<file path="src/rtl/iir_inverse.sv">
// Inverse of the 2nd-order IIR block: rebuilds x[n] from y[n] with one accumulate
// cycle followed by a 32-step restoring signed divide by B0.
module iir_inverse #(
    parameter int A1 = 4,
    parameter int A2 = 3,
    parameter int B0 = 6,
    parameter int B1 = 1,
    parameter int B2 = 2
) (
    input  logic               clk,
    input  logic               reset,
    input  logic signed [31:0] y_in,
    input  logic               in_valid,
    output logic               in_ready,
    output logic signed [31:0] x_out,
    output logic               out_valid,
    input  logic               out_ready,
    output logic               inexact
);

    if (B0 == 0) begin : g_b0_check
        $fatal(1, "iir_inverse: B0 must be nonzero");
    end

    localparam logic        B0Neg = (B0 < 0);
    localparam logic [31:0] B0Abs = (B0 < 0) ? 32'(-B0) : 32'(B0);

    typedef enum logic [1:0] {StIdle, StCalc, StDiv, StOut} state_e;

    state_e             state_q, state_d;
    logic signed [31:0] y_lat_q, y_lat_d;
    logic signed [31:0] y1_q, y1_d, y2_q, y2_d;
    logic signed [31:0] x1_q, x1_d, x2_q, x2_d;
    logic [31:0]        dvd_q, dvd_d;
    logic [31:0]        dvs_q, dvs_d;
    logic [31:0]        rem_q, rem_d;
    logic [4:0]         cnt_q, cnt_d;
    logic               neg_q, neg_d;
    logic signed [31:0] x_out_q, x_out_d;
    logic               inexact_q, inexact_d;
    logic               out_valid_q, out_valid_d;

    logic signed [31:0] num;
    logic [32:0]        rem_sh;
    logic [32:0]        rem_sub;
    logic               q_bit;
    logic [31:0]        rem_next;
    logic [31:0]        quo_next;

    // Wraps at 32 bits exactly like the forward filter's arithmetic.
    always_comb begin
        num = y_lat_q + A1 * y1_q + A2 * y2_q - B1 * x1_q - B2 * x2_q;
    end

    // Dividend register shifts out MSB-first while quotient bits shift in at the LSB.
    always_comb begin
        rem_sh   = {rem_q, dvd_q[31]};
        rem_sub  = rem_sh - {1'b0, dvs_q};
        q_bit    = ~rem_sub[32];
        rem_next = q_bit ? rem_sub[31:0] : rem_sh[31:0];
        quo_next = {dvd_q[30:0], q_bit};
    end

    always_comb begin
        state_d     = state_q;
        y_lat_d     = y_lat_q;
        y1_d        = y1_q;
        y2_d        = y2_q;
        x1_d        = x1_q;
        x2_d        = x2_q;
        dvd_d       = dvd_q;
        dvs_d       = dvs_q;
        rem_d       = rem_q;
        cnt_d       = cnt_q;
        neg_d       = neg_q;
        x_out_d     = x_out_q;
        inexact_d   = inexact_q;
        out_valid_d = out_valid_q;
        unique case (state_q)
            StIdle: begin
                if (in_valid) begin
                    y_lat_d = y_in;
                    state_d = StCalc;
                end
            end
            StCalc: begin
                dvd_d   = num[31] ? 32'(-num) : 32'(num);
                dvs_d   = B0Abs;
                rem_d   = '0;
                neg_d   = num[31] ^ B0Neg;
                cnt_d   = '0;
                state_d = StDiv;
            end
            StDiv: begin
                dvd_d = quo_next;
                rem_d = rem_next;
                cnt_d = cnt_q + 5'd1;
                if (cnt_q == 5'd31) begin
                    x_out_d     = neg_q ? 32'(-quo_next) : 32'(quo_next);
                    inexact_d   = (rem_next != '0);
                    out_valid_d = 1'b1;
                    state_d     = StOut;
                end
            end
            StOut: begin
                if (out_ready) begin
                    out_valid_d = 1'b0;
                    y2_d        = y1_q;
                    y1_d        = y_lat_q;
                    x2_d        = x1_q;
                    x1_d        = x_out_q;
                    state_d     = StIdle;
                end
            end
            default: state_d = StIdle;
        endcase
    end

    always_ff @(posedge clk or posedge reset) begin
        if (reset) begin
            state_q     <= StIdle;
            y_lat_q     <= '0;
            y1_q        <= '0;
            y2_q        <= '0;
            x1_q        <= '0;
            x2_q        <= '0;
            dvd_q       <= '0;
            dvs_q       <= '0;
            rem_q       <= '0;
            cnt_q       <= '0;
            neg_q       <= 1'b0;
            x_out_q     <= '0;
            inexact_q   <= 1'b0;
            out_valid_q <= 1'b0;
        end else begin
            state_q     <= state_d;
            y_lat_q     <= y_lat_d;
            y1_q        <= y1_d;
            y2_q        <= y2_d;
            x1_q        <= x1_d;
            x2_q        <= x2_d;
            dvd_q       <= dvd_d;
            dvs_q       <= dvs_d;
            rem_q       <= rem_d;
            cnt_q       <= cnt_d;
            neg_q       <= neg_d;
            x_out_q     <= x_out_d;
            inexact_q   <= inexact_d;
            out_valid_q <= out_valid_d;
        end
    end

    assign in_ready  = (state_q == StIdle);
    assign x_out     = x_out_q;
    assign inexact   = inexact_q;
    assign out_valid = out_valid_q;

endmodule
</file>
<file path="config.mk">
export PLATFORM = sky130hd
export DESIGN_NAME = iir_inverse
export DESIGN_NICKNAME = d
export VERILOG_FILES = /design/src/rtl/iir_inverse.sv
export SDC_FILE = /design/constraint.sdc
export NUM_CORES = 1
export LEC_CHECK = 0
export CORE_MARGIN = 5
export CORE_UTILIZATION = 45
export CTS_CLUSTER_SIZE = 20
export DETAILED_ROUTE_END_ITERATION = 7
export SETUP_SLACK_MARGIN = 0.15
export SLEW_MARGIN = 10
export SYNTH_ARGS = -nofsm -noshare
export SYNTH_HDL_FRONTEND = slang
export SYNTH_SLANG_ARGS = --single-unit
</file>
<file path="constraint.sdc">
create_clock -name clk -period 17.1 [get_ports clk]
set_input_delay 3.42 -clock clk [delete_from_list [all_inputs] [get_ports clk]]
set_output_delay 3.42 -clock clk [all_outputs]
set_load 0.005 [all_outputs]
</file>
# [Yosys cells after proc, flatten, opt, wreduce, memory -nomap -nowiden]
# Index checks and enable logic that the tools add are counted.
[op_classes] add_sub_neg=8 multipliers=1 div_mod_pow=0 order_cmp=0 n_eq_ne=7 shifts=0 mux=13 bitwise=1 n_reduce_logical=9
[op_table] cell="$pmux 32 s2" n=2
[op_table] cell="$mux 32" n=3
[op_table] cell="$add 32x32->32" n=2
[op_table] cell="$neg 32->32" n=2
[op_table] cell="$sub 32x32->32" n=2
[op_table] cell="$sub 33x3->33" n=1
[op_table] cell="$mul 3x32->32 const A" n=1
[op_table] cell="$reduce_bool 32->1" n=1
[op_table] cell="$pmux 5 s2" n=1
[op_table] cell="$pmux 2 s4" n=1
[op_table] cell="$mux 2" n=3
[op_table] cell="$ne 2x2->1 const B" n=3
[op_table] cell="$reduce_and 2->1" n=3
[op_table] cell="$reduce_and 3->1" n=2
[op_table] cell="$add 5x1->5 const B" n=1
[op_table] cell="$eq 5x5->1 const B" n=1
[op_table] cell="$eq 2x2->1 const B" n=2
[op_table] cell="$reduce_bool 2->1" n=2
[op_table] cell="$eq 2x1->1 const B" n=1
[op_table] cell="$logic_not 2->1" n=1
[op_table] cell="$mux 1" n=2
[op_table] cell="$pmux 1 s2" n=1
[op_table] cell="$not 1->1" n=1
[totals] regBits=266 latch_bits=0 mem_bits_rw=0 mem_bits_ro=0 memories=0

# [Depth between registers and ports, before layout]
# Gate-level depths: netlist (run 1).
[logic_depth] word_depth=7 mapped_depth=20

# [Least setup slack after synthesis (run 1)]
# Ideal clock, no wire load.
[synth_path] kind="register to register" start="register y_lat_q[2]" end="register dvd_q[29]" setup_time_ps=142 arrival_ps=5611 required_time_ps=16958 path_slack_ps=11347 path_stages_with_launch=20 period_less_slack_ps=5753 path_cell_list="dfrtp_1 > fa_1 > fa_1 > fa_1 > inv_1 > fa_1 > inv_1 > ha_1 > fa_1 > a21oi_1 > nor3_1 > or4b_1 > nor2_1 > and4b_1 > and3_1 > buf_2 > or4bb_1 > o31ai_1 > xnor2_1 > o221ai_1"
[synth_between] elab_chain_len=7
[synth_rtl] item="start: declaration" line="31" source="logic signed [31:0] y_lat_q, y_lat_d;"
[synth_rtl] item="start signal: assignment" line="137" source="y_lat_q <= y_lat_d;"
[synth_rtl] item="$add 32x32->32 (*) (2 in series)" line="52" source="num = y_lat_q + A1 * y1_q + A2 * y2_q - B1 * x1_q - B2 * x2_q;"
[synth_rtl] item="$sub 32x32->32 (*) (2 in series)" line="52"
[synth_rtl] item="$neg 32->32" line="87" source="dvd_d = num[31] ? 32'(-num) : 32'(num);"
[synth_rtl] item="$mux 32 (*)" line="87"
[synth_rtl] item="$pmux 32 s2 (*)" line="79" source="unique case (state_q)"
[synth_rtl] item="end signal: assignment" line="142" source="dvd_q <= dvd_d;"
[synth_rtl] item="end: declaration" line="34" source="logic [31:0] dvd_q, dvd_d;"
# Every way passes the cells marked *; elsewhere a longest branch is shown, timed or not.
# A chain may end at the register's enable or synchronous reset.

# [Worst setup path after layout (run 1)]
[layout_path] start="register y_lat_q[8]" end="register dvd_q[30]"
# Same word-level chain as after synthesis.

==> results of run 1 <==
==> sequential cells by signal, summed over array words and instances (netlist names) <==
signal and flops:
cnt_q 5, y2_q 32, y1_q 32, y_lat_q 32
state_q 2, x1_q 32, x_out 32, x2_q 31
neg_q 1, out_valid 1, rem_q 32, dvs_q 1
inexact 1, dvd_q 32
==> metal layers <==
metal | share of wire | GRT usage
met1 | 0.48 | 0.259
met2 | 0.47 | 0.296
met3 | 0.035 | 0.0298
met4 | 0.019 | 0.0515
met5 | 0 | 0
==> critical path: cells and delay by family, from the launching register on <==
family | cells | cell delay, ns
AOI/OAI and AO/OA | 8 | 2.41
and+or+nand+nor | 1 | 0.60
adders and majority gates | 5 | 2.44
DFF | 1 | 0.41
xor gates and xnor gates | 1 | 0.16
buffers and inverters | 2 | 0.09
==> worst paths after layout <==
kind	start	endpoint	slack [ns]	cells past startpoint
worst max-delay path	y_lat_q[8]$_DFFE_PP0P_	dvd_q[30]$_DFFE_PP0P_	10.82	17
worst min-delay path	x2_q[11]$_DFFE_PP0P_	x2_q[11]$_DFFE_PP0P_	0.47	2
worst max register to register	y_lat_q[8]$_DFFE_PP0P_	dvd_q[30]$_DFFE_PP0P_	10.82	17
worst min register to register	x2_q[11]$_DFFE_PP0P_	x2_q[11]$_DFFE_PP0P_	0.47	2
max in group asynchronous	reset	y_lat_q[28]$_DFFE_PP0P_	12.08	3
min in group asynchronous	reset	x1_q[4]$_DFFE_PP0P_	3.47	2
==> logic make-up after synthesis <==
group,Yosys count
xor gates and xnor gates,118
muxes,105
DFF,266
adders and majority gates,193
AOI/OAI and AO/OA,361
and+or+nand+nor,390
buffers and inverters,345
==> layout make-up <==
type / instances / area, sq um
Fill cell: 3657 / 18800
Multi-Input combinational cell: 1167 / 9590
Sequential cell: 266 / 6660
Inverter: 275 / 1040
Clock buffer: 46 / 967
Timing Repair Buffer: 78 / 761
Tap cell: 518 / 648
Clock inverter: 11 / 90.1
==> per-stage QoR <==
stage	hold WS (ns)	cell area, sq um	utilization	worst slack [ns]
floorplan	0.450	17500	-	6.35
global placement	0.463	18700	0.485	11.00
detailed placement	0.470	18700	0.485	10.96
CTS	0.482	19800	0.512	10.92
global route	0.500	19800	0.512	10.59
finish	0.475	19800	0.512	10.82
==> cell usage in the layout, fill, tap and decap left out, drive strengths merged, types with 30 or more instances in the layout <==
cell | Yosys | final
a21oi | 59 | 59
clkbuf | 53 | 46
clkdlybuf4s50 | 0 | 70
dfrtp | 266 | 266
fa | 120 | 120
ha | 73 | 73
inv | 274 | 276
mux2 | 103 | 103
nand2 | 165 | 165
nor2 | 64 | 64
o21ai | 176 | 176
o22ai | 30 | 30
xnor2 | 74 | 74
xor2 | 44 | 44
==> parameters.txt, run 1 <==
Parameter                              Value

STA
  Final hold violations ... 0
  Max-slew headroom at the worst pin ... 0.241
  Transition time of the tightest slew-check pin ... 1.14 ns
  Setup violations, final ... 0
  Final Skew ... 0.0131 ns
  Fmax ... about 0.16 GHz
  Final total negative setup slack ... 0 ns
  Final Max Tran Viols ... 0
  Min Tclk post-route ... about 6.3 ns
  Share of the clock period used by the worst path ... 0.367
  Unrepaired setup endpoints after global routing ... no

Clock network
  CTS tree ... yes
  Hold buffers post-CTS ... 0
  Max clock buf depth ... 3
  Worst-path clk slew ... around 0.06 ns
  # resized after CTS ... 0
  Clock sink count ... 266
  Latest clock arrival within the worst-skew pair ... 0.53 ns
  TritonCTS buffer count ... 34
  Clock root cell ... clkbuf_16
  Setup Fix Bufs, Post-CTS ... 0
  CTS H-Tree Depth ... 2

Synth
  Cell variety after synth ... 73
  XOR/XNOR share of the synthesized area ... 0.0594
  Post-synthesis mux area share ... 0.0674
  Area share of the largest cell type after synthesis ... 0.380
  Instance count of the mapped netlist ... 1778
  Area fraction in and, or, nand and nor cells after synthesis ... 0.108
  Combinational family with the most area after synthesis ... adder cells
  Biggest area consumer among synthesized cells ... dfrtp_1
  Share of synthesized area occupied by flip-flops and latches ... 0.380
  Number of synthesized register bits ... 266
  Count of warnings emitted by yosys ... 0
  Top cell types by occurrence after synthesis ... 273 x inv_1, 266 x dfrtp_1, 171 x o21ai_0, 165 x nand2_1, 120 x fa_1
  Net count after synthesis ... 2007
  Mean Syn Cell Area ... between 9 and 10 sq um
  Synthesized cell area ... 0.0175 sq mm
  Leading cell type by number of instances after synthesis ... inv_1
  Count of flip-flops with a built-in enable after synthesis ... 0
  Share of the synthesized area in compound gates (AO/OA/AOI/OAI) ... 0.121
  Predominant post-synthesis flop cell ... dfrtp_1
  Top cells by area in the synthesized netlist ... dfrtp_1 38%, fa_1 14%, mux2_2 6.6%, inv_1 5.9%, ha_1 5.2%
  Adder and majority gate portion of the synthesized area ... 0.189
  Asr flop ratio synth ... 1.00

Placed design
  HPWL Detailed ... around 28 mm
  Cells after DPL ... between 2000 and 2500
  Final weighted congestion in routability-driven placement ... 0.864
  Port Buffers ... 70

Final layout
  Number of non-filler instances in the completed layout ... 2361
  Nets ... 2051
  Proportion of layout cells with a drive suffix above 1 ... 0.101
  Diode count ... 0
  Layout overhead on the synthesized area ... 12.8%

Setup path
  Endpoint type of the worst setup path ... flop
  Crit path max fanout ... 9
  CP dominant cell by count ... fa_1
  Critical path class ... reg2reg
  Data required time at the worst endpoint ... 17.47 ns
  Max incr delay on CP ... a little under 0.7 ns
  Arrival @ worst endpoint ... 6.65 ns
  Startpoint Class ... flop
  Slowest stage cell on the critical path ... a31oi_1
  Worst-path cell chain ... fa_1, fa_1, fa_1, inv_1, fa_1, inv_1, ha_1, a21oi_2, o21ai_0, a21oi_1, a31oi_1, o211ai_1, a22o_1, or4_1, o41ai_2, xnor2_1, o21ai_1

Die
  Initial Util ... 0.454
  Io pins ... 71
  Die Height ... a little over 200 um
  Total core area ... 0.0386 sq mm
  Area of the die ... 0.0430 sq mm
  Die Wd ... between 200 and 250 um
  Cell Rows ... 72

Status
  Run status ... completed

Detailed routing
  Routed via count divided by cell count ... 5.25
  Post-route antenna net violation count ... 0
  Total detailed-routing wirelength ... 38.7 mm
  Residual DRC ... 0
  Starting DRC count in detailed routing ... 729
  Drt first pass iters ... 4
  WL per Instance ... 16.4 um
  Via total after detailed routing ... roughly 12000

Global route
  Congestion Overflow GR ... 0
  Number of global-route vias before repair ... 12900
  Maximum number of pins on one net before global-route repair ... 121
  Global-route wire length before repair ... approximately 66 mm
  Total routing usage reported by global routing ... 0.183
  Initial antenna violation count ... 0

Worst hold path
  HP Class ... reg2reg

Job
  Number of maximum-capacitance constraint violations ... 0
Power of run 1 is left out: the tool's default activity adds up to more than one toggle a clock period on the data nets, which glitch-free logic cannot reach.
==> inputs of run 2 (changes only) <==
- clock period: 17.1 -> 5.8 ns (I/O delays scaled with it)
==> parameters.txt, run 2 (same netlist as run 1, synthesis figures left out) <==
Parameter                              Value

Status
  Run status ... completed

Die
  Area of the die ... 0.0430 sq mm
  Die Height ... 207 um
  Total core area ... 0.0386 sq mm
  Io pins ... just over 70
  Cell Rows ... 72
  Initial Util ... 0.454
  Die Wd ... roughly 210 um

Worst hold path
  HP Class ... reg2reg

Detailed routing
  Residual DRC ... 0
  Total detailed-routing wirelength ... 39.8 mm
  Post-route antenna net violation count ... 0
  Starting DRC count in detailed routing ... approximately 600
  Via total after detailed routing ... 12700
  Drt first pass iters ... 5
  WL per Instance ... roughly 16 um
  Routed via count divided by cell count ... 5.23

Setup path
  Critical path class ... reg2reg
  Crit path max fanout ... 4
  Arrival @ worst endpoint ... 6.07 ns
  Endpoint type of the worst setup path ... flop
  Startpoint Class ... flop
  Data required time at the worst endpoint ... 6.20 ns

Global route
  Congestion Overflow GR ... 0
  Global-route wire length before repair ... 68.0 mm
  Initial antenna violation count ... 0
  Maximum number of pins on one net before global-route repair ... 153
  Total routing usage reported by global routing ... 0.187
  Number of global-route vias before repair ... 13200

Clock network
  Clock sink count ... 266
  CTS tree ... yes
  Latest clock arrival within the worst-skew pair ... 0.58 ns
  CTS H-Tree Depth ... 1
  TritonCTS buffer count ... 31
  Clock root cell ... clkbuf_16
  Max clock buf depth ... 3
  Worst-path clk slew ... about 0.06 ns
  Hold buffers post-CTS ... 0

STA
  Unrepaired setup endpoints after global routing ... yes
  Setup violations, final ... 0
  Transition time of the tightest slew-check pin ... 1.16 ns
  Final Skew ... 0.0173 ns
  Final Max Tran Viols ... 0
  Final hold violations ... 0
  Final total negative setup slack ... 0 ns
  Max-slew headroom at the worst pin ... 0.221
  Share of the clock period used by the worst path ... 0.977
  Fmax ... ~0.18 GHz
  Min Tclk post-route ... about 5.7 ns
  Post-route setup slack ... 0.136 ns

Job
  Number of maximum-capacitance constraint violations ... 0

Final layout
  Filler Cell Count ... 3562
  Commonest non-fill, non-tap cell in the layout ... inv_1
  Proportion of layout cells with a drive suffix above 1 ... 0.167
  Diode count ... 0
  Layout overhead on the synthesized area ... 18.2%
  Fin area ... between 0.02 and 0.025 sq mm
  Nets ... 2107
  Highest-count cells in the layout ignoring fill and taps ... 270 x inv_1, 266 x dfrtp_1, 163 x o21ai_0, 159 x nand2_1, 119 x fa_1

Placed design
  Instance area after placement ... approximately 0.019 sq mm
  HPWL Detailed ... 28.5 mm
  Pre-CTS setup slack ... -0.0212 ns
  Final weighted congestion in routability-driven placement ... 0.891
  Port Buffers ... 70
## run 2: changes by cell type in the layout (fill, tap and decap cells not counted), sizes merged
| cell | previous run | this run |
|---|---|---|
| buf | 8 | 67 |
| clkbuf | 46 | 40 |
| bufinv | 1 | 4 |
| clkinvlp | 1 | 4 |
| clkinv | 8 | 10 |
| inv | 276 | 275 |
## run 2: path summary, 6_finish.rpt
kind | slack [ns] | depth (start not counted) | endpoint | start
worst max register to register | 0.14 | 17 | dvd_q[26]$_DFFE_PP0P_ | y2_q[1]$_DFFE_PP0P_
min in group asynchronous | 1.10 | 3 | y_lat_q[25]$_DFFE_PP0P_ | reset
worst max-delay path | 0.14 | 17 | dvd_q[26]$_DFFE_PP0P_ | y2_q[1]$_DFFE_PP0P_
max in group asynchronous | 3.85 | 3 | y2_q[1]$_DFFE_PP0P_ | reset
worst min-delay path | 0.48 | 2 | x2_q[11]$_DFFE_PP0P_ | x2_q[11]$_DFFE_PP0P_
worst min register to register | 0.48 | 2 | x2_q[11]$_DFFE_PP0P_ | x2_q[11]$_DFFE_PP0P_
## run 2: layout make-up
type                    instances  area (sq um)  area share
flip-flops and latches        266          6660       0.322
multi-input cells            1167         10000       0.484
clock inverters                18           210      0.0102
inverters                     275          1040      0.0502
well taps                     518           648      0.0313
repair buffers                137          1260      0.0607
clock buffers                  40           870      0.0420
## run 2: per-layer routing
metal | track usage | share of wire | wire [um] | vias to the layer above
met5 | 0 | 0 | 0 | -
met4 | 0.0399 | 0.023 | 901 | 0
met3 | 0.0271 | 0.033 | 1310 | 60
met2 | 0.306 | 0.47 | 18900 | 181
met1 | 0.268 | 0.47 | 18700 | 6285
li1 | - | - | - | 6127
## run 2: what timing repair did
| action | 4_1_cts | 5_1_grt |
|---|---|---|
| buffers inserted | 13 | 9 |
| resized for setup | 43 | 47 |
| pin swaps | 37 | 22 |
| endpoints found under the setup margin | 8 | 29 |
## run 2: critical path, cell delays in order (launching register included)
cell      delay (ns)
dfrtp_1         0.40
fa_1            0.56
fa_1            0.44
fa_1            0.49
inv_1           0.05
fa_1            0.52
inv_2           0.05
ha_4            0.17
fa_2            0.41
buf_6           0.14
xor2_2          0.17
or4_4           0.57
nor4_4          0.29
nand4_1         0.12
or4b_4          0.54
o31a_1          0.31
xnor2_1         0.15
o221ai_1        0.11
## run 2: metrics by stage
step / instances / hold slack [ns] / utilization
floorplan: 1778 / 0.450 / -
global placement: 2341 / 0.463 / 0.493
detailed placement: 2341 / 0.470 / 0.493
CTS: 2412 / 0.484 / 0.530
global route: 2421 / 0.500 / 0.537
finish: 2421 / 0.478 / 0.537
Power of run 2 is left out for the same reason.
